==> src/rtl/leaf_port_bridge.sv <==
// Buffered multi-port bridge between a leaf_interface and an HLS kernel.
// Optional LEAF_PORT_BRIDGE_STALL_CNT_EN adds per-output stall counters.
module leaf_port_bridge_fifo #(
    parameter int W  = 32,
    parameter int AW = 2
) (
    input  logic         clk,
    input  logic         reset_n,
    input  logic [W-1:0] wr_data,
    input  logic         wr_vld,
    output logic         wr_ack,
    output logic [W-1:0] rd_data,
    output logic         rd_vld,
    input  logic         rd_pop
);
    localparam int DEPTH = 1 << AW;
    typedef logic [AW-1:0] ptr_t;
    typedef logic [AW:0]   cnt_t;

    logic [W-1:0] mem [DEPTH];
    ptr_t         wr_ptr;
    ptr_t         rd_ptr;
    cnt_t         count;
    cnt_t         count_nx;
    logic         full_q;
    logic         nempty_q;
    logic         init_q;
    logic         push;
    logic         pop;

    // Ack stays low until the first edge after reset is released.
    assign wr_ack  = init_q & ~full_q;
    assign rd_vld  = nempty_q;
    assign rd_data = mem[rd_ptr];
    assign push    = wr_vld & wr_ack;
    assign pop     = rd_pop & nempty_q;

    always_comb begin
        count_nx = count;
        if (push && !pop)
            count_nx = count + cnt_t'(1);
        else if (!push && pop)
            count_nx = count - cnt_t'(1);
    end

    always_ff @(posedge clk) begin
        if (push)
            mem[wr_ptr] <= wr_data;
    end

    always_ff @(posedge clk or negedge reset_n) begin
        if (!reset_n) begin
            wr_ptr   <= '0;
            rd_ptr   <= '0;
            count    <= '0;
            full_q   <= 1'b0;
            nempty_q <= 1'b0;
            init_q   <= 1'b0;
        end else begin
            init_q   <= 1'b1;
            count    <= count_nx;
            full_q   <= (count_nx == cnt_t'(DEPTH));
            nempty_q <= (count_nx != '0);
            if (push)
                wr_ptr <= wr_ptr + ptr_t'(1);
            if (pop)
                rd_ptr <= rd_ptr + ptr_t'(1);
        end
    end
endmodule

module leaf_port_bridge #(
    parameter int PAYLOAD_BITS    = 32,
    parameter int NUM_IN_PORTS    = 2,
    parameter int NUM_OUT_PORTS   = 2,
    parameter int FIFO_DEPTH_BITS = 2,
    parameter int WORDS_PER_FRAME = 64
) (
    input  logic                                  clk,
    input  logic                                  reset_n,
    input  logic                                  ap_start,
    output logic                                  ap_done,
    output logic                                  ap_idle,
    input  logic [NUM_IN_PORTS*PAYLOAD_BITS-1:0]  iface_dout,
    input  logic [NUM_IN_PORTS-1:0]               iface_dout_vld,
    output logic [NUM_IN_PORTS-1:0]               iface_dout_ack,
    output logic [NUM_IN_PORTS*PAYLOAD_BITS-1:0]  kern_din,
    output logic [NUM_IN_PORTS-1:0]               kern_din_vld,
    input  logic [NUM_IN_PORTS-1:0]               kern_din_ack,
    input  logic [NUM_OUT_PORTS*PAYLOAD_BITS-1:0] kern_dout,
    input  logic [NUM_OUT_PORTS-1:0]              kern_dout_vld,
    output logic [NUM_OUT_PORTS-1:0]              kern_dout_ack,
    output logic [NUM_OUT_PORTS*PAYLOAD_BITS-1:0] iface_din,
    output logic [NUM_OUT_PORTS-1:0]              iface_din_vld,
    input  logic [NUM_OUT_PORTS-1:0]              iface_din_ack,
    output logic                                  kern_start
`ifdef LEAF_PORT_BRIDGE_STALL_CNT_EN
    ,
    output logic [NUM_OUT_PORTS*16-1:0]           stall_cnt
`endif
);
    localparam int W = PAYLOAD_BITS;
    localparam logic [15:0] LAST = 16'(WORDS_PER_FRAME - 1);

    typedef enum logic [1:0] {
        S_IDLE,
        S_RUN,
        S_DRAIN,
        S_DONE
    } state_t;

    state_t                   state;
    logic [15:0]              frame_cnt;
    logic                     run;
    logic [NUM_IN_PORTS-1:0]  in_nempty;
    logic                     ch0_xfer;
    logic                     launch;

    assign run          = (state == S_RUN);
    assign kern_din_vld = in_nempty & {NUM_IN_PORTS{run}};
    assign ch0_xfer     = kern_din_vld[0] & kern_din_ack[0];
    assign launch       = (state == S_IDLE) & ap_start;

    for (genvar gi = 0; gi < NUM_IN_PORTS; gi++) begin : g_in
        leaf_port_bridge_fifo #(
            .W  (W),
            .AW (FIFO_DEPTH_BITS)
        ) u_fifo (
            .clk     (clk),
            .reset_n (reset_n),
            .wr_data (iface_dout[gi*W +: W]),
            .wr_vld  (iface_dout_vld[gi]),
            .wr_ack  (iface_dout_ack[gi]),
            .rd_data (kern_din[gi*W +: W]),
            .rd_vld  (in_nempty[gi]),
            .rd_pop  (kern_din_vld[gi] & kern_din_ack[gi])
        );
    end

    for (genvar gj = 0; gj < NUM_OUT_PORTS; gj++) begin : g_out
        leaf_port_bridge_fifo #(
            .W  (W),
            .AW (FIFO_DEPTH_BITS)
        ) u_fifo (
            .clk     (clk),
            .reset_n (reset_n),
            .wr_data (kern_dout[gj*W +: W]),
            .wr_vld  (kern_dout_vld[gj]),
            .wr_ack  (kern_dout_ack[gj]),
            .rd_data (iface_din[gj*W +: W]),
            .rd_vld  (iface_din_vld[gj]),
            .rd_pop  (iface_din_vld[gj] & iface_din_ack[gj])
        );
    end

    always_ff @(posedge clk or negedge reset_n) begin
        if (!reset_n) begin
            state      <= S_IDLE;
            frame_cnt  <= '0;
            ap_idle    <= 1'b1;
            ap_done    <= 1'b0;
            kern_start <= 1'b0;
        end else begin
            unique case (state)
                S_IDLE: begin
                    ap_done <= 1'b0;
                    if (ap_start) begin
                        state      <= S_RUN;
                        frame_cnt  <= '0;
                        ap_idle    <= 1'b0;
                        kern_start <= 1'b1;
                    end
                end
                S_RUN: begin
                    if (ch0_xfer) begin
                        frame_cnt <= frame_cnt + 16'd1;
                        if (frame_cnt == LAST) begin
                            state      <= S_DRAIN;
                            kern_start <= 1'b0;
                        end
                    end
                end
                S_DRAIN: begin
                    // Done only once nothing is buffered or still in flight.
                    if (!(|iface_din_vld) && !(|kern_dout_vld)) begin
                        state   <= S_DONE;
                        ap_done <= 1'b1;
                    end
                end
                S_DONE: begin
                    state   <= S_IDLE;
                    ap_done <= 1'b0;
                    ap_idle <= 1'b1;
                end
                default: begin
                    state      <= S_IDLE;
                    ap_idle    <= 1'b1;
                    ap_done    <= 1'b0;
                    kern_start <= 1'b0;
                end
            endcase
        end
    end

`ifdef LEAF_PORT_BRIDGE_STALL_CNT_EN
    for (genvar gs = 0; gs < NUM_OUT_PORTS; gs++) begin : g_stall
        logic [15:0] cnt_q;
        assign stall_cnt[gs*16 +: 16] = cnt_q;
        always_ff @(posedge clk or negedge reset_n) begin
            if (!reset_n)
                cnt_q <= '0;
            else if (launch)
                cnt_q <= '0;
            else if (kern_dout_vld[gs] && !kern_dout_ack[gs]
                     && cnt_q != 16'hFFFF)
                cnt_q <= cnt_q + 16'd1;
        end
    end
`else
    logic unused_launch;
    assign unused_launch = launch;
`endif
endmodule

==> config.mk <==
export PLATFORM = sky130hd
export DESIGN_NAME = leaf_port_bridge
export DESIGN_NICKNAME = d
export VERILOG_FILES = /design/src/rtl/leaf_port_bridge.sv
export SDC_FILE = /design/constraint.sdc
export NUM_CORES = 1
export LEC_CHECK = 0
export BUFFER_PORTS_ARGS = -buffer_cell sky130_fd_sc_hd__buf_2
export CAP_MARGIN = 20
export CELL_PAD_IN_SITES_DETAIL_PLACEMENT = 0
export CELL_PAD_IN_SITES_GLOBAL_PLACEMENT = 1
export CORE_MARGIN = 4
export CORE_UTILIZATION = 39
export CTS_CLUSTER_SIZE = 14
export DETAILED_ROUTE_END_ITERATION = 6
export PLACE_DENSITY = 0.71
export SYNTH_ARGS = -nofsm -noshare
export SYNTH_HDL_FRONTEND = slang
export SYNTH_HIERARCHICAL = 1
export SYNTH_SLANG_ARGS = --single-unit
==> constraint.sdc <==
create_clock -name clk -period 5.95 [get_ports clk]
set_clock_uncertainty 0.2 [all_clocks]
set_input_delay 0.8925 -clock clk [delete_from_list [all_inputs] [get_ports clk]]
set_output_delay 0.8925 -clock clk [all_outputs]
set_load 0.05 [all_outputs]
## Word level (Yosys, flattened, before mapping)

Memories as Yosys holds them, arrays and structs flattened.
Cells that the tools add are included.

| storage, ports and cells | value |
|---|---|
| ROM bits | 0 |
| input bits | 139 |
| memories | 4 |
| bits in writable memories | 512 |
| logic and storage cells | 147 |
| flip-flop bits (word level) | 58 |
| latch bits | 0 |
| output and inout port bits | 139 |

Memories:

| memory | depth | width | rd ports | clocked after Yosys merged registers in | wr ports | RTL line | RTL |
|---|---|---|---|---|---|---|---|
| g_in[0].u_fifo.mem | 4 | 32 | 1 | 0 | 1 | 20 | `logic [W-1:0] mem [DEPTH];` |
| g_in[1].u_fifo.mem | 4 | 32 | 1 | 0 | 1 | 20 |  |
| g_out[0].u_fifo.mem | 4 | 32 | 1 | 0 | 1 | 20 |  |
| g_out[1].u_fifo.mem | 4 | 32 | 1 | 0 | 1 | 20 |  |

| cells by class | value |
|---|---|
| bitwise gates (word level) | 21 |
| equal/unequal tests | 12 |
| $add $sub $neg | 17 |
| shift-type cells | 0 |
| mux-type cells | 32 |
| divide/modulo/power cells | 0 |
| reductions and logical operators | 35 |
| multipliers | 0 |
| $lt $le $gt $ge | 0 |

Operator list:

| kind | number |
|---|---|
| 16-bit 2-to-1 mux | 2 |
| 16-bit case mux with 2 select lines | 1 |
| 3-bit 2-to-1 mux | 8 |
| 16-bit by 1-bit adder with 16-bit output (second input constant) | 1 |
| 2-bit by 1-bit adder with 2-bit output (second input constant) | 8 |
| 1-bit bitwise AND | 16 |
| 16-bit by 6-bit equality test with 1-bit output (second input constant) | 1 |
| 1-bit 2-to-1 mux | 13 |
| 3-bit by 1-bit adder with 3-bit output (second input constant) | 4 |
| 3-bit equality test (second input constant) | 4 |
| 3-bit nonzero test | 4 |
| 3-bit by 1-bit subtractor with 3-bit output (second input constant) | 4 |
| 1-bit logical NOT | 10 |
| 1-bit logical AND | 9 |
| 2-bit 2-to-1 mux | 4 |
| 2-bit case mux with 4 select lines | 1 |
| 4-bit AND reduction | 2 |
| 1-bit case mux with 2 select lines | 3 |
| 2-bit nonzero test | 3 |
| 2-bit OR reduction | 3 |
| 2-bit equality test (second input constant) | 2 |
| 2-bit by 1-bit inequality test with 1-bit output (second input constant) | 2 |
| 2-bit inequality test (second input constant) | 2 |
| 1-bit inverter | 4 |
| 5 further kinds | 6 |

## Logic depth before layout (Yosys ltp)

Gate-level depths: netlist of the first run.

| logic depth | value |
|---|---|
| depth in word-level cells | 8 |
| depth in mapped cells | 9 |
| mapped depth without buffers | 8 |

## Cells and area by module

The synthesis of the first run kept the hierarchy.

Modules (own cells, without submodules):

| module | area each (um^2) | cells an instance | instances |
|---|---|---|---|
| leaf_port_bridge_fifo at g_out[0].u_fifo | 5226.3 | 224 | 1 |
| leaf_port_bridge_fifo at g_in[1].u_fifo | 5191.2 | 224 | 1 |
| leaf_port_bridge_fifo at g_out[1].u_fifo | 5188.7 | 223 | 1 |
| leaf_port_bridge_fifo at g_in[0].u_fifo | 5181.2 | 224 | 1 |
| leaf_port_bridge | 1286.2 | 146 | 1 |

## Worst setup path before layout of the first run

Ideal clock, no wire load.

| timing path | value |
|---|---|
| path type | input to register |
| start point | input port iface_dout_vld[0] |
| end point | memory g_in[0].u_fifo.mem[0][0] (enable) |
| required time | 5358 ps |
| data arrival time | 2145 ps |
| stages | 4 |
| setup slack | 3213 ps |
| path through | and3b_1 -> buf_6 -> buf_2 -> and2_1 |

| on the way | value |
|---|---|
| cells in the longest elaborated chain, start to end | 3 |

Ends and longest elaborated chain:

| what | RTL line | RTL |
|---|---|---|
| start: declaration | 85 | `input logic [NUM_IN_PORTS-1:0] iface_dout_vld,` |
| 1-bit bitwise AND | 35 | `assign push = wr_vld & wr_ack;` |
| 1-bit 2-to-1 mux | 47 | `if (push)` |
| 1-bit 2-to-1 mux (not written as such) | 48 | `mem[wr_ptr] <= wr_data;` |
| end: declaration | 20 |  |

Every way passes these cells.

## Worst setup path in the final report of the first run

| timing path | value |
|---|---|
| start point | register g_in[0].u_fifo.rd_ptr[0] |
| end point | output port kern_din[18] |

| on the way | value |
|---|---|
| cells in the longest elaborated chain, start to end | 1 |

Ends and longest elaborated chain:

| what | RTL line | RTL |
|---|---|---|
| start: declaration | 22 | `ptr_t rd_ptr;` |
| start signal: assignment | 67 | `rd_ptr <= rd_ptr + ptr_t'(1);` |
| memory 4 x 32 bit | -- |  |
| end: declaration | 87 | `output logic [NUM_IN_PORTS*PAYLOAD_BITS-1:0] kern_din,` |

Every way passes these cells.

==> impl_metrics.ini, run 1 <==
[yosys]
synth_xor_xnor_area_share_pct = 0.952
syn_area_mm2 = 0.0221
ys_types = 58
synth_nets = 1209
synth-edff-count = 512
synth_ff_type = edfxtp_1
ys_ff_latch = 573
synth_adder_area_share_pct = 1.64
syn_inst = 1041
syn_avg_cell_area_um2 = 21.2
synth_mux_area_share_pct = 13.4
synth_top_family_by_area = multiplexers
yosys_warnings = 6
synth_compound_area_share_pct = 2.23
yosysSeqAreaShare_pct = 76.6
synth_simple_gate_area_share_pct = 3.25
async_reset_ff_share_pct = 10.6

[pwr]
power_density_mw_per_mm2 = 519
peakVddDrop_v = 0.000351
total_power_uw = 13600
p_leak_uw = 0.00921

[detailed_routing]
wl_per_cell_um = 19.6
antenna_left = 0
drc_errors = 0
vias_per_cell = 4.94
routed_wl_um = 42300
vias = 10700
drt_first_iter_violations = 623
firstDrtPassIters = 5

[clock_network]
clkTransAtPathRegs_ns = 0.06
cts_inserted_buffers = 59
cts_tree = done
post_cts_buffers = 0
root_buffer = clkbuf_16
h-tree-depth = 2
cts_num_sinks = 573
cts_hold_buf = 0
clk_path_buf_depth = 3
cts_resized = 0
clock_latency_ns = 0.60

[critical_path]
crit_chain = buf_4 > mux4_2 > buf_2
crit_fanout = 19
crit_type = reg2out
cp.required_ns = 4.86
endpoint_kind = primary output
reg2regPathDepth = 9
worst_setup_path_start_kind = flip-flop
r2r-end = frame_cnt[13]
worst_ep_arrival_time_ns = 2.57
r2r_start = state[1]
r2r_slack_ns = 3.35
crit_end = kern_din[18]
startpoint = g_in[0].u_fifo/rd_ptr[0]
critPathMaxStageDelay_ns = 0.71
cpMaxStageDelayCell = dfrtp_2

[cells_and_area]
layout_common_cells = edfxtp_1 (512), buf_2 (277), mux4_2 (127), clkbuf_16 (60), dfrtp_1 (54)
drive_above_1_share_pct = 38.3
fillers = 4735
fin_util_pct = 47.3
final_nets = 1521
area_delta_synth_final_pct = 18.9
mostFrequentLayoutCell = edfxtp_1
fin_cells = 2154

[timing]
fin_crit_ns = 3.66
hold_violations = 0
fin_crit_sh_pct = 61.5
max_freq_mhz = 273
setup_tns_ns = 0
rsz0062_at_grt = false
tightestPinTransition_ns = 0.945
setup_viol = 0
maxSlewViolCount = 0
relSlewSlack_pct = 37.0

[die]
fp.dieH_um = 246
coreArea_mm2 = 0.0555
io-pin-count = 278
die-area_mm2 = 0.0605
row_count = 86
initial_core_util_pct = 39.8
die_w_um = 246

[placement]
io_buffer_count = 277
place_hpwl_um = 25900
place_congestion = 0.713
dp_cells = 2040

[flow_run]
maxCapViolCount = 0

[global_route]
grt_overflow_total = 0
antenna_found_initial = 2
grt_pass1_wl_um = 66400
grt_usage_pct = 14.1
grt_max_degree = 62
grt_pass1_vias = 11500

[hold_path]
hold_class = in2async

[run_status]
status = completed
==> per-layer routing <==
layer | vias up | GRT usage, % | wire length [um]
met5 | - | 0 | 0
met4 | 0 | 4.02 | 922
met3 | 65 | 3.11 | 2290
met2 | 227 | 24.4 | 21500
met1 | 5497 | 18.2 | 17500
li1 | 4862 | - | -
==> worst min-delay path by stage <==
stage | start | to | slack (ns) | cells past startpoint
after floorplan | g_in[0].u_fifo/count[2] | g_in[0].u_fifo/count[2] | 0.27 | 2
after global placement | g_out[1].u_fifo/rd_ptr[1] | g_out[1].u_fifo/rd_ptr[1] | 0.26 | 1
after detailed placement | g_out[1].u_fifo/rd_ptr[1] | g_out[1].u_fifo/rd_ptr[1] | 0.26 | 1
after CTS | iface_dout[19] | g_in[0].u_fifo/mem[3][19] | 0.25 | 1
after global routing | kern_dout[6] | g_out[0].u_fifo/mem[2][6] | 0.26 | 1
final | reset_n | g_out[0].u_fifo/full_q | 0.27 | 2
==> cell type report <==
class,count,area (um2),area share (%)
flip-flops and latches,573,16900,64.4
multi-input cells,396,4760,18.2
clock buffers,76,1610,6.14
repair buffers,294,1510,5.77
well taps,748,936,3.57
clock inverters,35,385,1.47
inverters,29,109,0.415
diodes,3,7.51,0.0286
==> sequential cells by signal, summed over array words and instances (netlist names), 2 cells and up <==
name                 count
g_in.u_fifo/wr_ptr       4
state                    2
g_in.u_fifo/rd_vld       2
frame_cnt               16
g_out.u_fifo/rd_ptr      4
g_in.u_fifo/full_q       2
g_in.u_fifo/rd_ptr       4
g_out.u_fifo/wr_ptr      4
g_out.u_fifo/count       6
g_out.u_fifo/init_q      2
g_out.u_fifo/full_q      2
g_in.u_fifo/count        6
g_in.u_fifo/mem        256
g_out.u_fifo/mem       256
g_in.u_fifo/init_q       2
g_out.u_fifo/rd_vld      2
==> kinds of logic after synthesis <==
| kind of cell | Yosys count |
|---|---|
| simple gates | 126 |
| compound gates | 77 |
| mux | 136 |
| other cells | 4 |
| flops | 573 |
| buf+inv | 72 |
| xor+xnor | 24 |
| fa+ha+maj | 29 |
==> metrics by stage <==
stage	setup WS, ns	hold WS (ns)	instance area (um2)
3_3_place_gp	2.82	0.261	24200
6_report	2.29	0.273	26200
3_5_place_dp	2.81	0.264	24200
4_1_cts	2.13	0.247	26200
2_1_floorplan	3.21	0.268	22100
5_1_grt	2.06	0.261	26200
==> worst max-delay path, delay by kind of cell (launching register included) <==
kind / cells / cell delay [ns]
muxes: 1 / 0.57
DFF: 1 / 0.71
buffers and inverters: 2 / 0.68
==> power by group <==
group	switching [uW]	total (uW)	internal, uW
registers	305	5200	4890
clock network	1490	3710	2220
logic	3220	4710	1490
total	5010	13600	8600
==> Yosys cell counts, types with 4 or more instances <==
cell type,number,area share (%)
inv_1,28,0.48
or3_1,4,0.11
conb_1,4,0.068
clkbuf_1,8,0.14
and2_1,16,0.45
buf_2,18,0.41
nor2_1,8,0.14
edfxtp_1,512,70
nand2b_1,7,0.20
o31ai_1,8,0.27
nor3_1,4,0.091
o22ai_1,4,0.11
o21ai_0,25,0.57
and3b_1,4,0.16
or4_1,7,0.24
mux4_2,127,13
mux2i_1,8,0.36
nand2_1,31,0.53
a22o_1,4,0.16
buf_6,4,0.20
xor2_1,5,0.20
ha_1,29,1.6
and2_2,9,0.31
buf_4,9,0.31
and3_1,7,0.20
dfrtp_1,60,6.8
a21oi_1,17,0.39
xnor2_1,19,0.75
nand3_1,10,0.23
a21boi_0,4,0.14
Note: power is estimated with default switching activity, not from simulation.
==> run 2: changes to the inputs <==
--- a/config.mk
+++ b/config.mk
@@ -5,6 +5,7 @@
 export SDC_FILE = /design/constraint.sdc
 export NUM_CORES = 1
 export LEC_CHECK = 0
+export ABC_AREA = 1
 export BUFFER_PORTS_ARGS = -buffer_cell sky130_fd_sc_hd__buf_2
 export CAP_MARGIN = 20
 export CELL_PAD_IN_SITES_DETAIL_PLACEMENT = 0
@@ -13,7 +14,7 @@
 export CORE_UTILIZATION = 39
 export CTS_CLUSTER_SIZE = 14
 export DETAILED_ROUTE_END_ITERATION = 6
-export PLACE_DENSITY = 0.71
+export PLACE_DENSITY = 0.77
 export SYNTH_ARGS = -nofsm -noshare
 export SYNTH_HDL_FRONTEND = slang
 export SYNTH_HIERARCHICAL = 1
==> constraint.sdc (replaced) <==
create_clock -name clk -period 3.1 [get_ports clk]
set_clock_uncertainty 0.2 [all_clocks]
set_input_delay 0.465 -clock clk [delete_from_list [all_inputs] [get_ports clk]]
set_output_delay 0.465 -clock clk [all_outputs]
set_load 0.05 [all_outputs]
==> run 2 against run 1 <==
Against the previous run: setup slack got worse by 2.2 ns; critical path depth rose by 2; largest power group is now combinational cells; global-route usage rose by 2.2 points; highest routed layer is now met5; first-iteration DRC count rose by 33%; register-to-register slack got worse by 2.6 ns; sequential share of layout area fell by 5.3 points; core utilization rose by 2.2 points; clock power rose by 98%; cell area rose by 8.9%; final cell count rose by 38%; flip-flop and latch count did not move.
==> impl_metrics.ini, run 2 <==
[detailed_routing]
firstDrtPassIters = 5
drt_first_iter_violations = 828
vias_per_cell = 4.97
vias = 14700
antenna_left = 0
drc_errors = 0
wl_per_cell_um = 17.7
routed_wl_um = 52500

[pwr]
p_leak_uw = 0.0106
power_density_mw_per_mm2 = 1050
peakVddDrop_v = 0.000852
total_power_uw = 29900

[die]
coreArea_mm2 = 0.0578
io-pin-count = 278
die_w_um = 250
row_count = 88
die-area_mm2 = 0.0625
initial_core_util_pct = 39.5
fp.dieH_um = 250

[clock_network]
clkTransAtPathRegs_ns = 0.06
cts_num_sinks = 573
clock_latency_ns = 0.61
root_buffer = clkbuf_16
h-tree-depth = 2
cts_tree = done
clk_path_buf_depth = 3
cts_inserted_buffers = 60

[global_route]
grt_max_degree = 66
antenna_found_initial = 4
grt_usage_pct = 16.3
grt_pass1_vias = 15000
grt_overflow_total = 0
grt_pass1_wl_um = 82000

[critical_path]
worst_setup_path_start_kind = flip-flop
worst_ep_arrival_time_ns = 2.34
cp.required_ns = 2.43
r2r_slack_ns = 0.74
endpoint_kind = primary output
crit_type = reg2out
crit_fanout = 11
reg2regPathDepth = 11

[yosys]
async_reset_ff_share_pct = 10.6
synth_top_area_cell = edfxtp_1
yosys_warnings = 6
synthTopCellsByArea = edfxtp_1 (67%), dfrtp_1 (6.6%), nor2_1 (5.4%)
syn_inst = 1719
yosysSeqAreaShare_pct = 74.0
synth_top_area_share_pct = 67.3
syn_area_mm2 = 0.0228
synth_nets = 1887
synth.most_common_cell = edfxtp_1
ys_ff_latch = 573
synth-edff-count = 512
synth_ff_type = edfxtp_1
ys_types = 40
synthTopCellsByCount = edfxtp_1 (512), nor2_1 (328), o21ai_0 (179), o22ai_1 (128), nand2_1 (93)
syn_avg_cell_area_um2 = 13.3

[timing]
setup_tns_ns = 0
relSlewSlack_pct = 47.1
hold_violations = 0
tightestPinTransition_ns = 0.794
maxSlewViolCount = 0
max_freq_mhz = 333
rsz0062_at_grt = false
setup_viol = 0
fin_crit_sh_pct = 97.0
fin_crit_ns = 3.01

[placement]
place_congestion = 0.756
place_hpwl_um = 32900
io_buffer_count = 277
dp_cells = 2723
place_area_mm2 = 0.0252

[hold_path]
hold-path-cell-count = 3
hold_class = in2reg

[cells_and_area]
final_nets = 2317
mostFrequentLayoutCell = edfxtp_1
reg.largest.list = g_in.u_fifo/mem x256, g_out.u_fifo/mem x256, frame_cnt x16
fin_cells = 2965
area_delta_synth_final_pct = 25.0
design_area_mm2 = 0.0286
drive_above_1_share_pct = 23.2
layout_common_cells = edfxtp_1 (512), nor2_1 (312), buf_2 (277), o21ai_0 (179), dlygate4sd3_1 (129)

[flow_run]
maxCapViolCount = 0

[run_status]
status = completed
==> run 2: cell types whose count changed after synthesis, sizes merged, moves of 23 or more <==
cell,change
and2,-25
o21ai,+234
mux4,-128
o22ai,+124
nand3,+25
nor2,+334
inv,+61
nand2,+88
clkbuf,+23
==> run 2: where the power goes <==
part,internal [uW],switching (uW)
combinational,3080,9610
clock,4440,2920
sequential,9470,396
total,17000,12900
==> run 2: layout make-up <==
| type | instances | area, um2 |
|---|---|---|
| tap | 765 | 957 |
| fill | 4917 | 29200 |
| multi-input combinational | 972 | 5130 |
| antenna | 2 | 5.00 |
| timing repair buffer | 450 | 3150 |
| inverter | 92 | 352 |
| clock buffer | 70 | 1560 |
| clock inverter | 41 | 503 |
| sequential | 573 | 16900 |
==> run 2: timing repair <==
item	in CTS	in global routing
gates resized for setup	1	4
gates cloned	0	0
setup buffers	0	0
endpoints found under the setup margin	1	4
endpoints found under the hold margin	542	0
hold buffers	129	0
pin swaps	0	0
==> run 2: critical path, stage by stage (launching register included) <==
cell and delay [ns]:
dfrtp_1 0.37, inv_1 0.32, buf_4 0.27, o21ai_1 0.08
o22ai_1 0.33, buf_2 0.35
==> run 2: stage by stage <==
stage / hold WS [ns] / util [%] / worst slack (ns)
final: 0.0455 / 49.4 / 0.0936
after global routing: 0.0425 / 49.4 / 0.000253
after CTS: 0.00174 / 49.4 / 0.0311
after detailed placement: 0.257 / 43.6 / 0.634
after global placement: 0.260 / 43.6 / 0.645
after floorplan: -0.0306 / - / 0.460
==> run 2: routing by layer <==
metal	global-route usage, %	share of wire [%]
met1	20.3	41
met2	28.2	49
met3	4.39	7.7
met4	4.58	2.0
met5	0	0.048
==> run 2: final timing paths <==
kind / to / from
worst min register to register: kern_start / kern_start
worst max-delay path: kern_din[14] / g_in[0].u_fifo/rd_ptr[1]
max in group asynchronous: ap_idle / reset_n
worst min-delay path: ap_idle / ap_start
min in group asynchronous: frame_cnt[14] / reset_n
worst max register to register: g_in[1].u_fifo/rd_vld / state[1]
==> run 2: logic make-up (layout without fill, tap and decap cells) <==
family | after synthesis | in the layout | share of synthesized area (%)
and+or+nand+nor | 514 | 514 | 10.0
AOI/OAI and AO/OA | 409 | 409 | 9.82
adders and majority gates | 29 | 29 | 1.59
xor gates and xnor gates | 16 | 16 | 0.613
other | 4 | 6 | 0.0657
DFF | 573 | 573 | 74.0
buffers and inverters | 174 | 653 | 3.91
